## src/rtl/alu_16bit.sv

```systemverilog
// 16-bit add/subtract ALU with carry-in and registered NZVC status flags.
// A B/Cin inversion stage feeds a ripple of 16 full-adder slices; the
// sum and the flags derived from it are captured in one output register.
// There is no handshake: a new operation is accepted on every rising edge
// and its result is visible one cycle later.
module alu_16bit (
  input  logic        clk,
  input  logic        rst,
  input  logic [15:0] A,
  input  logic [15:0] B,
  input  logic        Op,
  input  logic        Cin,
  output logic [15:0] S,
  output logic        Z,
  output logic        N,
  output logic        V,
  output logic        C
);

  // Operand conditioning: subtract is A + ~B + ~Cin, so a borrow-in of 1
  // becomes a carry-in of 0 and the carry-out reads as "no borrow".
  logic [15:0] b_cond;
  logic        c_cond;

  // Carry chain and per-slice sum bits of the ripple adder.
  logic [16:0] carry;
  logic [15:0] sum;

  // Next-state values for the output register.
  logic [15:0] s_next;
  logic        z_next;
  logic        n_next;
  logic        v_next;
  logic        c_next;

  // Invert B and the carry-in when subtracting.
  always_comb begin
    b_cond = B ^ {16{Op}};
    c_cond = Cin ^ Op;
  end

  // Ripple of 16 full-adder slices, LSB first; carry[16] is the carry-out.
  always_comb begin
    carry    = 17'd0;
    sum      = 16'd0;
    carry[0] = c_cond;
    for (int i = 0; i < 16; i++) begin
      sum[i]     = A[i] ^ b_cond[i] ^ carry[i];
      carry[i+1] = (A[i] & b_cond[i]) | (A[i] & carry[i]) | (b_cond[i] & carry[i]);
    end
  end

  // Status flags from the combinational result. Overflow means the
  // operands (as seen by the signed operation) agree in sign while the
  // result's sign differs from A.
  always_comb begin
    s_next = sum;
    z_next = (sum == 16'h0000);
    n_next = sum[15];
    c_next = carry[16];
    if (Op) begin
      v_next = (A[15] ^ B[15]) & (A[15] ^ sum[15]);
    end else begin
      v_next = ~(A[15] ^ B[15]) & (A[15] ^ sum[15]);
    end
  end

  // Result/flag register; synchronous reset has priority over any operation.
  always_ff @(posedge clk) begin
    if (rst) begin
      S <= 16'h0000;
      Z <= 1'b0;
      N <= 1'b0;
      V <= 1'b0;
      C <= 1'b0;
    end else begin
      S <= s_next;
      Z <= z_next;
      N <= n_next;
      V <= v_next;
      C <= c_next;
    end
  end

endmodule

```

## config.mk

```make
export PLATFORM = sky130hd
export DESIGN_NAME = alu_16bit
export DESIGN_NICKNAME = d
export VERILOG_FILES = /design/src/rtl/alu_16bit.sv
export SDC_FILE = /design/constraint.sdc
export NUM_CORES = 1
export LEC_CHECK = 0
export CELL_PAD_IN_SITES_DETAIL_PLACEMENT = 1
export CELL_PAD_IN_SITES_GLOBAL_PLACEMENT = 2
export CORE_MARGIN = 1.5
export CORE_UTILIZATION = 23
export DETAILED_ROUTE_END_ITERATION = 16
export GPL_TIMING_DRIVEN = 0
export PLACE_DENSITY_LB_ADDON = 0.1
export SETUP_SLACK_MARGIN = 0.5
export SLEW_MARGIN = 15
export SYNTH_ARGS = -nofsm -noshare
export SYNTH_HDL_FRONTEND = slang
export SYNTH_SLANG_ARGS = --single-unit
```

## constraint.sdc

```tcl
create_clock -name clk -period 11.86 [get_ports clk]
set_input_delay 2.372 -clock clk [delete_from_list [all_inputs] [get_ports clk]]
set_output_delay 2.372 -clock clk [all_outputs]
set_load 0.01 [all_outputs]
```

== Yosys cells after proc, flatten, opt, wreduce, memory -nomap -nowiden ==
Cells that the tools add are included.
Storage, ports and cells
  output and inout port bits: 20
  bits of input ports: 36
  flip-flop bits (word level): 20
Operators by class
  bitwise gates (word level): 119
  multiplexer cells: 1
  reduce and logical (&&, ||, !) cells: 1
Operator list (count)
  $and A1 B1 Y1: 50
  $xor A1 B1 Y1: 35
  $or A1 B1 Y1: 32
  $logic_not A16 Y1: 1
  $xor A16 B16 Y16: 1
  $mux W1: 1
  $not A1 Y1: 1

== Logic depth before layout (Yosys ltp) ==
  depth after elaboration: 50
  mapped depth: 25

== Least setup slack after synthesis ==
Ideal clock, no wire load.
  kind: input -> register
  start: in Op
  end: reg V
  data arrival time: 9.113 ns
  cell stages on the path: 25
  setup slack: 2.632 ns
  cell sequence: buf_6 -> buf_4 -> xnor2_1 -> fa_1 -> inv_1 -> fa_1 -> inv_1 -> fa_1 -> fa_1 -> fa_1 -> fa_1 -> fa_1 -> fa_1 -> fa_1 -> fa_1 -> fa_1 -> fa_1 -> fa_1 -> fa_1 -> fa_1 -> inv_1 -> fa_1 -> nor2b_1 -> mux2i_1 -> nor2_1
On the way
  cells in the longest elaborated chain, start to end: 50
Ends and longest elaborated chain
  start: declaration: RTL line 11  | input logic Op,
  $xor A16 B16 Y16 or $xor A1 B1 Y1 (tied branches): RTL line 38, 39
  $and A1 B1 Y1: RTL line 49  | carry[i+1] = (A[i] & b_cond[i]) | (A[i] & carry[i]) | (b_cond[i] & carry[i]);
  $or A1 B1 Y1 (2 in a row): RTL line 49
  $and A1 B1 Y1: RTL line 49
  $or A1 B1 Y1 (2 in a row): RTL line 49
  $and A1 B1 Y1: RTL line 49
  $or A1 B1 Y1 (2 in a row): RTL line 49
  $and A1 B1 Y1: RTL line 49
  (+30 left out)
  $or A1 B1 Y1 (2 in a row): RTL line 49
  $and A1 B1 Y1: RTL line 49
  $or A1 B1 Y1 (2 in a row): RTL line 49
  $xor A1 B1 Y1 *: RTL line 48  | sum[i] = A[i] ^ b_cond[i] ^ carry[i];
  via n_next: RTL line 32  | logic n_next;
  $xor A1 B1 Y1 *: RTL line 62, 64
  $and A1 B1 Y1, on equally long branches: RTL line 64, 62
  $mux W1 *: RTL line 61  | if (Op) begin
  end signal: assignment: RTL line 80  | V <= v_next;
  end: declaration: RTL line 16  | output logic V,
Mark *: on every way through the listed nets, which the timed path passes. The rest lies on a longest branch.
A chain may end at the register's enable or synchronous reset.

== Final worst setup path ==
  start: in B[0]
  end: reg V
On the way
  cells in the longest elaborated chain, start to end: 50
Ends and longest elaborated chain
  start: declaration: RTL line 10  | input logic [15:0] B,
  $xor A16 B16 Y16 *: RTL line 38  | b_cond = B ^ {16{Op}};
  $and A1 B1 Y1: RTL line 49
  $or A1 B1 Y1: RTL line 49
  $or A1 B1 Y1 *: RTL line 49
  $and A1 B1 Y1: RTL line 49
  $or A1 B1 Y1: RTL line 49
  $or A1 B1 Y1 *: RTL line 49
  $and A1 B1 Y1: RTL line 49
  (+35 left out)
  $and A1 B1 Y1: RTL line 49
  $or A1 B1 Y1: RTL line 49
  $or A1 B1 Y1 *: RTL line 49
  $xor A1 B1 Y1 *: RTL line 48
  via n_next: RTL line 32
  $xor A1 B1 Y1 *: RTL line 62, 64
  $and A1 B1 Y1, on equally long branches: RTL line 64, 62
  $mux W1 *: RTL line 61
Marks and branches as above.

==> key figures <==
Synth
  – Syn avg cell area: 10.82 µm²
  – Fraction of synthesis flops using an asynchronous set or reset pin: 0
  – Number of enable flip-flop cells after synthesis: 0
  – Most common cell in the synthesized netlist: dfxtp_1
  – Most instantiated flip-flop cell in the synthesis netlist: dfxtp_1
  – #FFs+latches synth: 19
  – List of most frequent post-synthesis cells: dfxtp_1 (19), inv_1 (17), fa_1 (16), nor2_1 (16), xnor2_1 (15)
  – Share of synthesized area occupied by flip-flops and latches: 0.3447
  – Cell accounting for the most synthesized area: dfxtp_1
  – Yosys warning total: 0
  – Cell area after synthesis: 1104 µm²
  – Top cells by area, synth: dfxtp_1 (34%), fa_1 (29%), xnor2_1 (12%)
  – Area fraction of the dominant cell type after synthesis: 0.3447
  – Synth Net Count: 154
  – Count of unique library cells instantiated by Yosys: 18
  – Gate count of the mapped netlist: 102

Power
  – Static power due to leakage: 0.7181 nW
  – PD cells: 120.6 nW/µm²
  – Maximum vdd drop: 28.58 µV
  – Total Power Consumption: 0.2107 mW

Timing
  – Fmax: 0.1055 GHz
  – Actual slew at the worst max-slew pin: 231.0 ps
  – Unrepaired setup endpoints after global routing: no
  – Worst slew margin relative to its limit: 0.8449
  – Max-slew violation count: 0
  – Final period utilization: 0.7989
  – Final worst-path setup slack: 2385 ps
  – Post-Route Setup TNS: 0 ps
  – Final period demand of the worst path: 9475 ps
  – Final hold violations: 0
  – Final number of setup-violating endpoints: 0

Clocking
  – Post-CTS setup-driven buffer insertion count: 0
  – Clock input transition at the sequential cells of the worst setup and hold paths: 60 ps
  – Hold buffers post-CTS: 0
  – Clock Sink Count: 19
  – # resized after CTS: 0
  – Clk root buf: clkbuf_8
  – TritonCTS clock tree: built
  – Deepest level of the CTS H-tree: 1
  – Num CTS Buffers: 3
  – Clock buffer depth: 2

Placed design
  – Setup slack at placement: 2091 ps
  – Placed wire-length estimate: 2.243 mm
  – Last weighted congestion value of the routability-driven placer: 0.7222
  – Placed insts: 209
  – Input/output buffers: 53

Cells and area
  – Synthesis-to-finish area growth: 58.28%
  – Net total in the final layout: 212
  – Final design utilization: 0.3748
  – Number of standard cells in the final layout excluding fillers: 213
  – Number of inserted diodes: 0
  – Share of final-layout standard cells stronger than drive strength 1: 0.05660

Floorplan
  – # rows: 25
  – Die X-Extent: 72.27 µm
  – Placeable core area: 4661 µm²
  – Die extent in y: 72.27 µm
  – Initial core utilization: 0.2368
  – Overall die area: 5223 µm²
  – Total I/O pin count: 56

Route
  – Number of iterations in the first detailed-routing pass: 2
  – Initial DRC count: 11
  – Post-Route WL: 2.453 mm
  – Drt wl/cell: 11.52 µm
  – DRC violation count after routing: 0
  – Number of vias per cell: 3.812
  – Vias after detailed routing: 812
  – Remaining antenna violation count after routing: 0

Job
  – Number of max-capacitance violations reported: 0

Worst setup path
  – Most prevalent standard cell on the critical path: fa_1
  – Sort of element at the start of the critical path: input pin
  – Gate family responsible for the most delay along the worst path: adder cells
  – Required @ worst endpoint: 12000 ps
  – Highest cell delay on the worst timing path: 450 ps
  – Total buffers and inverters traversed by the critical path: 4
  – Kind of end point of the critical path: flip-flop
  – Critical-path maximum fanout: 4
  – Signal arrival time at the worst endpoint: 9620 ps
  – Cell breakdown of the critical path: clkdlybuf4s50_1 > xnor2_1 > fa_1 > inv_1 > fa_1 > inv_1 > fa_1 > fa_1 > fa_1 > fa_1 > fa_1 > fa_1 > fa_1 > fa_1 > fa_1 > fa_1 > fa_1 > fa_1 > fa_1 > inv_1 > fa_1 > nor2b_1 > mux2i_1 > nor2_1
  – Worst Path Class, Setup: input pin to flip-flop
  – Critical-path cell with the highest stage delay: fa_1

Global routing
  – Vias in the first global route: 914
  – First-pass GRT wire length: 4.133 mm
  – Antenna violations before repair: 0
  – Pin count of the biggest net entering global routing: 11
  – Leftover overflow at the end of global routing: 0
  – Overall global routing resource usage: 0.1038

Worst hold path
  – Worst min-delay path class: input pin to flip-flop

Run status
  – Result of the run: finished clean
==> kinds of logic (layout without fill, tap and decap cells) <==
kind of cell	Yosys count	after routing	synth area share
muxes	1	1	0.009071
DFF	19	19	0.3447
buffers and inverters	22	79	0.09636
xor gates and xnor gates	17	17	0.1417
adders and majority gates	16	16	0.2903
and+or+nand+nor	27	27	0.1179
==> cells in the final DEF, fill, tap and decap left out, drive strengths merged <==
cell type      netlist  final
clkdlybuf4s50        0     53
dfxtp               19     19
inv                 17     17
nor2                16     16
fa                  16     16
xnor2               15     15
buf                  5      5
nor2b                4      4
clkbuf               0      4
nand4                2      2
xor2                 2      2
and2b                1      1
nand2                1      1
nand4b               1      1
nor4                 1      1
and3                 1      1
mux2i                1      1
==> metrics by stage <==
| step | hold slack [ps] | instance area [µm²] |
|---|---|---|
| after floorplan | 2553 | 1104 |
| after global placement | 2582 | 1702 |
| after detailed placement | 2584 | 1702 |
| after CTS | 2317 | 1747 |
| after global routing | 2308 | 1747 |
| final | 2321 | 1747 |
==> flip-flops by register name, summed over array words and instances (netlist names) <==
| name | count |
|---|---|
| C | 1 |
| V | 1 |
| Z | 1 |
| S | 16 |
==> path summary, 6_finish.rpt <==
kind	from	endpoint	slack, ps	depth (start not counted)
worst min-delay path	rst	S[14]	2320	2
worst max-delay path	B[0]	V	2380	24
==> power by group <==
part | total (mW) | internal (mW) | switching [mW]
Sequential | 0.0774 | 0.0746 | 0.00273
Combinational | 0.0911 | 0.0521 | 0.0391
Clock | 0.0422 | 0.0238 | 0.0184
==> layout make-up <==
type                            count  area, µm²
Clock buffer                        4      45.04
Sequential cell                    19      380.4
Tap cell                           54      67.56
Buffer                              5      42.54
Inverter                           17      63.81
Timing Repair Buffer               53      530.5
Multi-Input combinational cell     61      616.8
Fill cell                         530       2914
==> per-layer routing <==
metal | up-vias | track usage | wire length, µm
met3 | 2 | 0.01667 | 142
met1 | 372 | 0.1313 | 1096
met4 | 0 | 0.05660 | 30
li1 | 407 | - | -
met5 | - | 0 | 0
met2 | 31 | 0.1698 | 1184
(Power assumes the default switching activity.)
